==> config.mk <==
export PLATFORM = sky130hd
export DESIGN_NAME = acq_sequencer
export DESIGN_NICKNAME = d
export VERILOG_FILES = /design/src/rtl/acq_sequencer.sv
export SDC_FILE = /design/constraint.sdc
export NUM_CORES = 1
export LEC_CHECK = 0
export CAP_MARGIN = 20
export CORE_MARGIN = 2
export CORE_UTILIZATION = 50
export CTS_CLUSTER_SIZE = 20
export DETAILED_ROUTE_END_ITERATION = 10
export PLACE_DENSITY = 0.83
export SYNTH_ARGS = -nofsm -noshare
export SYNTH_HDL_FRONTEND = slang
export SYNTH_SLANG_ARGS = --single-unit
==> constraint.sdc <==
create_clock -name i_clk_100m -period 3.3 [get_ports i_clk_100m]
set_input_delay 0.99 -clock i_clk_100m [delete_from_list [all_inputs] [get_ports i_clk_100m]]
set_output_delay 0.99 -clock i_clk_100m [all_outputs]
set_load 0.02 [all_outputs]
==> src/rtl/acq_sequencer.sv <==
// Pulse-echo frame sequencer: tx pulse, blanking delay, ADC warm-up, sample capture, holdoff.
// Optional auto-repeat start source is enabled by defining ACQ_AUTO_REPEAT_EN.
module acq_sequencer #(
  parameter int CNT_WIDTH = 16,
  parameter int PULSE_W   = 20,
  parameter int WARMUP    = 8,
  parameter int HOLDOFF   = 64
) (
  input  logic                 i_clk_100m,
  input  logic                 i_rst,
  input  logic                 i_start,
  input  logic                 i_abort,
  input  logic [CNT_WIDTH-1:0] i_delay,
  input  logic [CNT_WIDTH-1:0] i_recv_count,
  input  logic                 i_sample_vld,
`ifdef ACQ_AUTO_REPEAT_EN
  input  logic                 i_auto,
  input  logic [31:0]          i_period,
`endif
  output logic                 o_tx_pulse,
  output logic                 o_ad_open,
  output logic                 o_busy,
  output logic                 o_done,
  output logic                 o_aborted,
  output logic [CNT_WIDTH-1:0] o_sample_idx,
  output logic [15:0]          o_frame_cnt
);

  typedef enum logic [2:0] {
    S_IDLE, S_PULSE, S_DELAY, S_WARM, S_CAPTURE, S_HOLD
  } state_t;

  localparam logic [CNT_WIDTH-1:0] PULSE_LAST = CNT_WIDTH'(PULSE_W - 1);
  localparam logic [CNT_WIDTH-1:0] WARM_LAST  = CNT_WIDTH'(WARMUP - 1);
  localparam logic [CNT_WIDTH-1:0] HOLD_LAST  = CNT_WIDTH'(HOLDOFF - 1);
  localparam logic [CNT_WIDTH-1:0] ONE        = CNT_WIDTH'(1);

  state_t               state, state_nx;
  logic [CNT_WIDTH-1:0] cnt, cnt_nx;
  logic [CNT_WIDTH-1:0] delay_q, delay_nx;
  logic [CNT_WIDTH-1:0] recv_q, recv_nx;
  logic [CNT_WIDTH-1:0] idx_nx, idx_inc;
  logic [15:0]          frame_nx;
  logic                 done_nx, aborted_nx;
  logic                 active;
  logic                 start_req;

`ifdef ACQ_AUTO_REPEAT_EN
  // Period counter restarts on every PULSE entry so PULSE entries land i_period apart.
  logic [31:0] period_cnt;
  logic        auto_pend;
  logic        auto_hit;
  logic        enter_pulse;

  assign enter_pulse = (state == S_IDLE) && (state_nx == S_PULSE);
  assign auto_hit    = i_auto && (period_cnt == i_period - 32'd1);
  assign start_req   = i_start | (i_auto & auto_pend) | auto_hit;

  always_ff @(posedge i_clk_100m) begin
    if (i_rst) begin
      period_cnt <= '0;
      auto_pend  <= 1'b0;
    end else begin
      if (enter_pulse)
        period_cnt <= '0;
      else if (period_cnt != '1)
        period_cnt <= period_cnt + 32'd1;
      if (enter_pulse || !i_auto)
        auto_pend <= 1'b0;
      else if (auto_hit)
        auto_pend <= 1'b1;
    end
  end
`else
  assign start_req = i_start;
`endif

  assign idx_inc = o_sample_idx + ONE;
  assign active  = (state == S_PULSE) || (state == S_DELAY) ||
                   (state == S_WARM)  || (state == S_CAPTURE);

  always_comb begin
    state_nx   = state;
    cnt_nx     = cnt + ONE;
    delay_nx   = delay_q;
    recv_nx    = recv_q;
    idx_nx     = o_sample_idx;
    frame_nx   = o_frame_cnt;
    done_nx    = 1'b0;
    aborted_nx = 1'b0;

    case (state)
      S_IDLE: begin
        cnt_nx = '0;
        if (start_req && !i_abort) begin
          state_nx = S_PULSE;
          delay_nx = i_delay;
          recv_nx  = i_recv_count;
          idx_nx   = '0;
        end
      end
      S_PULSE: begin
        if (cnt == PULSE_LAST) begin
          cnt_nx   = '0;
          state_nx = (delay_q == '0) ? S_WARM : S_DELAY;
        end
      end
      S_DELAY: begin
        if (cnt == delay_q - ONE) begin
          cnt_nx   = '0;
          state_nx = S_WARM;
        end
      end
      S_WARM: begin
        if (cnt == WARM_LAST) begin
          cnt_nx   = '0;
          state_nx = S_CAPTURE;
        end
      end
      S_CAPTURE: begin
        cnt_nx = '0;
        if (recv_q == '0) begin
          state_nx = S_HOLD;
          done_nx  = 1'b1;
          frame_nx = o_frame_cnt + 16'd1;
        end else if (i_sample_vld) begin
          idx_nx = idx_inc;
          if (idx_inc == recv_q) begin
            state_nx = S_HOLD;
            done_nx  = 1'b1;
            frame_nx = o_frame_cnt + 16'd1;
          end
        end
      end
      S_HOLD: begin
        if (cnt == HOLD_LAST) begin
          cnt_nx   = '0;
          state_nx = S_IDLE;
        end
      end
      default: begin
        cnt_nx   = '0;
        state_nx = S_IDLE;
      end
    endcase

    // Abort wins over any completion or sample in the same cycle.
    if (active && i_abort) begin
      state_nx   = S_HOLD;
      cnt_nx     = '0;
      idx_nx     = o_sample_idx;
      frame_nx   = o_frame_cnt;
      done_nx    = 1'b0;
      aborted_nx = 1'b1;
    end
  end

  always_ff @(posedge i_clk_100m) begin
    if (i_rst) begin
      state        <= S_IDLE;
      cnt          <= '0;
      delay_q      <= '0;
      recv_q       <= '0;
      o_tx_pulse   <= 1'b0;
      o_ad_open    <= 1'b0;
      o_busy       <= 1'b0;
      o_done       <= 1'b0;
      o_aborted    <= 1'b0;
      o_sample_idx <= '0;
      o_frame_cnt  <= '0;
    end else begin
      state        <= state_nx;
      cnt          <= cnt_nx;
      delay_q      <= delay_nx;
      recv_q       <= recv_nx;
      o_tx_pulse   <= (state_nx == S_PULSE);
      o_ad_open    <= (state_nx == S_WARM) || (state_nx == S_CAPTURE);
      o_busy       <= (state_nx != S_IDLE);
      o_done       <= done_nx;
      o_aborted    <= aborted_nx;
      o_sample_idx <= idx_nx;
      o_frame_cnt  <= frame_nx;
    end
  end

endmodule
==> flow_metrics.py <==
metrics = {
    "run_status": {
        "outcome": "finished, final reports clean",
    },
    "sta": {
        "drv_slew": 0,
        "fin_ws_ps": 195,
        "fmax_ghz": 0.322,
        "fin_crit_ps": 3110,
        "rsz0062_at_grt": "false",
        "slew_headroom_pct": 53.7,
        "hold_viol": 0,
        "setup_viol": 0,
        "finalSetupTns_ps": 0,
        "worstMarginPinSlew_ps": 689,
        "timing.final.crit_share_pct": 94.1,
        "fin_skew_ps": 14.1,
        "whs_ps": 497,
    },
    "power_and_ir_drop": {
        "switching_share_pct": 34.2,
        "p_int_mw": 2.00,
        "seq_power_share_pct": 40.4,
        "comb_power_share_pct": 30.7,
        "p_leak_nw": 2.08,
        "power.switching_mw": 1.04,
        "ir_drop_mv": 0.342,
        "p_clk_share_pct": 28.9,
        "power.density_nw_per_um2": 518,
    },
    "cts": {
        "cts_buffers": 9,
        "clkSinkCount": 88,
        "path_clk_slew_ps": 100,
        "clockBufferDepth": 2,
        "root_buffer": "clkbuf_8",
        "cts_max_level": 3,
        "clock_latency_ps": 360,
        "cts_tree": "yes",
    },
    "place": {
        "hpwl_um": 9270,
        "place_ws_ps": -153,
        "place.gp.congestion": 0.897,
        "port_buffers": 73,
    },
    "synth": {
        "avgSynthCellArea_um2": 7.89,
        "yosys_warnings": 0,
        "ys_seq_elements": 88,
        "yosysTopAreaCell": "dfxtp_1",
        "ys_seq_area_share_pct": 37.1,
        "synth_ff_type": "dfxtp_1",
        "synth_edf_count": 0,
        "netlist_instances": 602,
        "synth_async_sr_flop_share_pct": 0,
        "syn_area_um2": 4750,
        "synthTopCellsByArea": "dfxtp_1 37%, nand2_1 6.8%, a21oi_1 6.5%",
        "synth_top_area_share_pct": 37.1,
        "synth_cell_types": 57,
        "synthesis.nets": 643,
    },
    "detailed_routing": {
        "top_layer": "met4",
        "vias_per_cell": 5.77,
        "num_vias": 4637,
        "first_pass_iters": 5,
        "routed-wl-met3_um": 837,
        "routed_wl_um": 12600,
        "drtAntennaViolNets": 0,
        "drc": 0,
        "wl_met2_um": 6290,
        "m1WireLength_um": 5240,
        "drt_iter0_drc": 279,
        "wl_per_cell_um": 15.7,
    },
    "global_routing": {
        "grt_pass1_wl_um": 21400,
        "grt_start_max_net_pins": 39,
        "grt_util_all_layers_pct": 25.9,
        "antenna_found_initial": 0,
        "overflow": 0,
        "grt_pass1_vias": 4574,
    },
    "worst_setup_path": {
        "cp-end-kind": "register",
        "cp_data_required_time_ps": 3570,
        "crit_path_start_kind": "register",
        "worst_path_max_delay_cell": "dfxtp_1",
        "slowest_delay_ps": 500,
        "cp_num_buf_inv": 0,
        "critPathTopFamily": "simple AND/OR/NAND/NOR gates",
        "cp_max_fo": 9,
        "critPathKind": "register to register",
        "crit_path_cell_trace": "and4_1 > and4_4 > xnor2_1 > or4_4 > or3_1 > o32a_1 > o21ai_0 > mux2_2",
        "crit_arrival_ps": 3370,
    },
    "die": {
        "coreArea_um2": 9240,
        "die_w_um": 101,
        "ios": 74,
        "initial_utilization_pct": 51.4,
        "row_count": 35,
        "dieArea_um2": 10300,
        "dieHeight_um": 101,
    },
    "flow_run": {
        "maxCapViolations": 0,
    },
    "finish": {
        "final_nets": 711,
        "area_growth_pct": 23.7,
        "drive_gt1_share_pct": 7.26,
        "num_antenna_cells": 0,
        "n_fill_cell": 818,
    },
    "worst_hold_path": {
        "hp-class": "register to register",
    },
}
[per-stage QoR]
stage	cell area (um2)	util, %	std cells	power, mW
floorplan	4750	-	602	1.86
CTS	5870	63.6	804	3.04
global route	5880	63.6	804	3.21
detailed placement	5640	61.0	788	2.17
finish	5880	63.6	804	3.05
global placement	5640	61.0	788	2.13
[layer usage]
| layer | GRT usage (%) | vias up |
|---|---|---|
| li1 | - | 2253 |
| met1 | 31.2 | 2187 |
| met2 | 45.6 | 164 |
| met3 | 5.73 | 33 |
| met4 | 8.52 | 0 |
| met5 | 0 | - |
[cells in the mapped netlist (11+ instances only)]
library cell	number
o21ai_0	24
dfxtp_1	88
nor2_1	58
xor2_1	32
nand2_1	86
nor4_1	11
xnor2_1	35
and3_1	13
clkbuf_1	27
and2_1	14
a21oi_1	62
nand3_1	24
nand4_1	12
or3_1	13
[placed cells by master (no fill, tap or decap), types with 3 or more instances in the layout]
cell type,instances
nand2b_1,4
nand2_1,86
a31oi_1,5
inv_1,6
or3b_2,5
and2_1,14
o31ai_1,5
nand3_1,24
nand4_1,12
clkdlybuf4s50_1,72
or3_1,13
o41ai_1,3
and3_1,12
nand3b_1,3
ha_1,3
xor2_1,32
o21ai_0,24
and4_1,5
a21oi_1,62
buf_4,14
or4_1,7
dfxtp_1,88
xnor2_1,35
nor3_1,10
nor2_1,58
clkbuf_8,10
nor3b_1,3
o211ai_1,5
nor4_1,11
[worst paths after layout]
check,startpoint,endpoint,slack [ps],cells past startpoint
worst max-delay path,o_sample_idx[3],o_ad_open,190,8
worst min-delay path,cnt[0],cnt[0],500,1
worst max register to register,o_sample_idx[3],o_ad_open,190,8
worst min register to register,cnt[0],cnt[0],500,1
[state kept, by name, indices dropped and copies added (netlist names)]
signal,count
o_busy,1
cnt,16
o_tx_pulse,1
delay_q,16
o_ad_open,1
state,3
recv_q,16
o_frame_cnt,16
o_done,1
o_sample_idx,16
o_aborted,1
[worst reg2reg max path, cell delays in order (launching register included)]
cell     delay, ps
dfxtp_1        500
and4_1         430
and4_4         300
xnor2_1         80
or4_4          450
or3_1          380
o32a_1         350
o21ai_0        180
mux2_2         350
[power by group through the flow]
stage / sequential (mW) / clock (mW) / combinational (mW)
final: 1.23 / 0.880 / 0.935
after global routing: 1.24 / 0.948 / 1.02
after CTS: 1.23 / 0.888 / 0.923
after detailed placement: 1.25 / 0 / 0.914
after global placement: 1.25 / 0 / 0.884
after floorplan: 1.24 / 0 / 0.616
[cells by family (layout without fill, tap and decap cells)]
group / after synthesis / in the layout / synth area share [%]
AOI/OAI and AO/OA: 122 / 122 / 15.5
and+or+nand+nor: 282 / 282 / 30.4
adders and majority gates: 4 / 4 / 1.05
xor gates and xnor gates: 67 / 67 / 12.4
buffers and inverters: 37 / 110 / 3.13
DFF: 88 / 88 / 37.1
muxes: 2 / 2 / 0.448
[layout make-up]
| class | instances | area (um2) | share of cell area [%] |
|---|---|---|---|
| clock inverters | 6 | 100 | 1.70 |
| clock buffers | 10 | 138 | 2.34 |
| well taps | 129 | 161 | 2.75 |
| multi-input cells | 477 | 2840 | 48.4 |
| inverters | 6 | 22.5 | 0.383 |
| repair buffers | 88 | 851 | 14.5 |
| flip-flops and latches | 88 | 1760 | 30.0 |
[timing repair]
| item | CTS | global route |
|---|---|---|
| setup endpoints to repair | 0 | 7 |
| setup buffers | 0 | 0 |
| resized for setup | 0 | 2 |
| hold buffers | 0 | 0 |
Note: power is estimated with default switching activity, not from simulation.
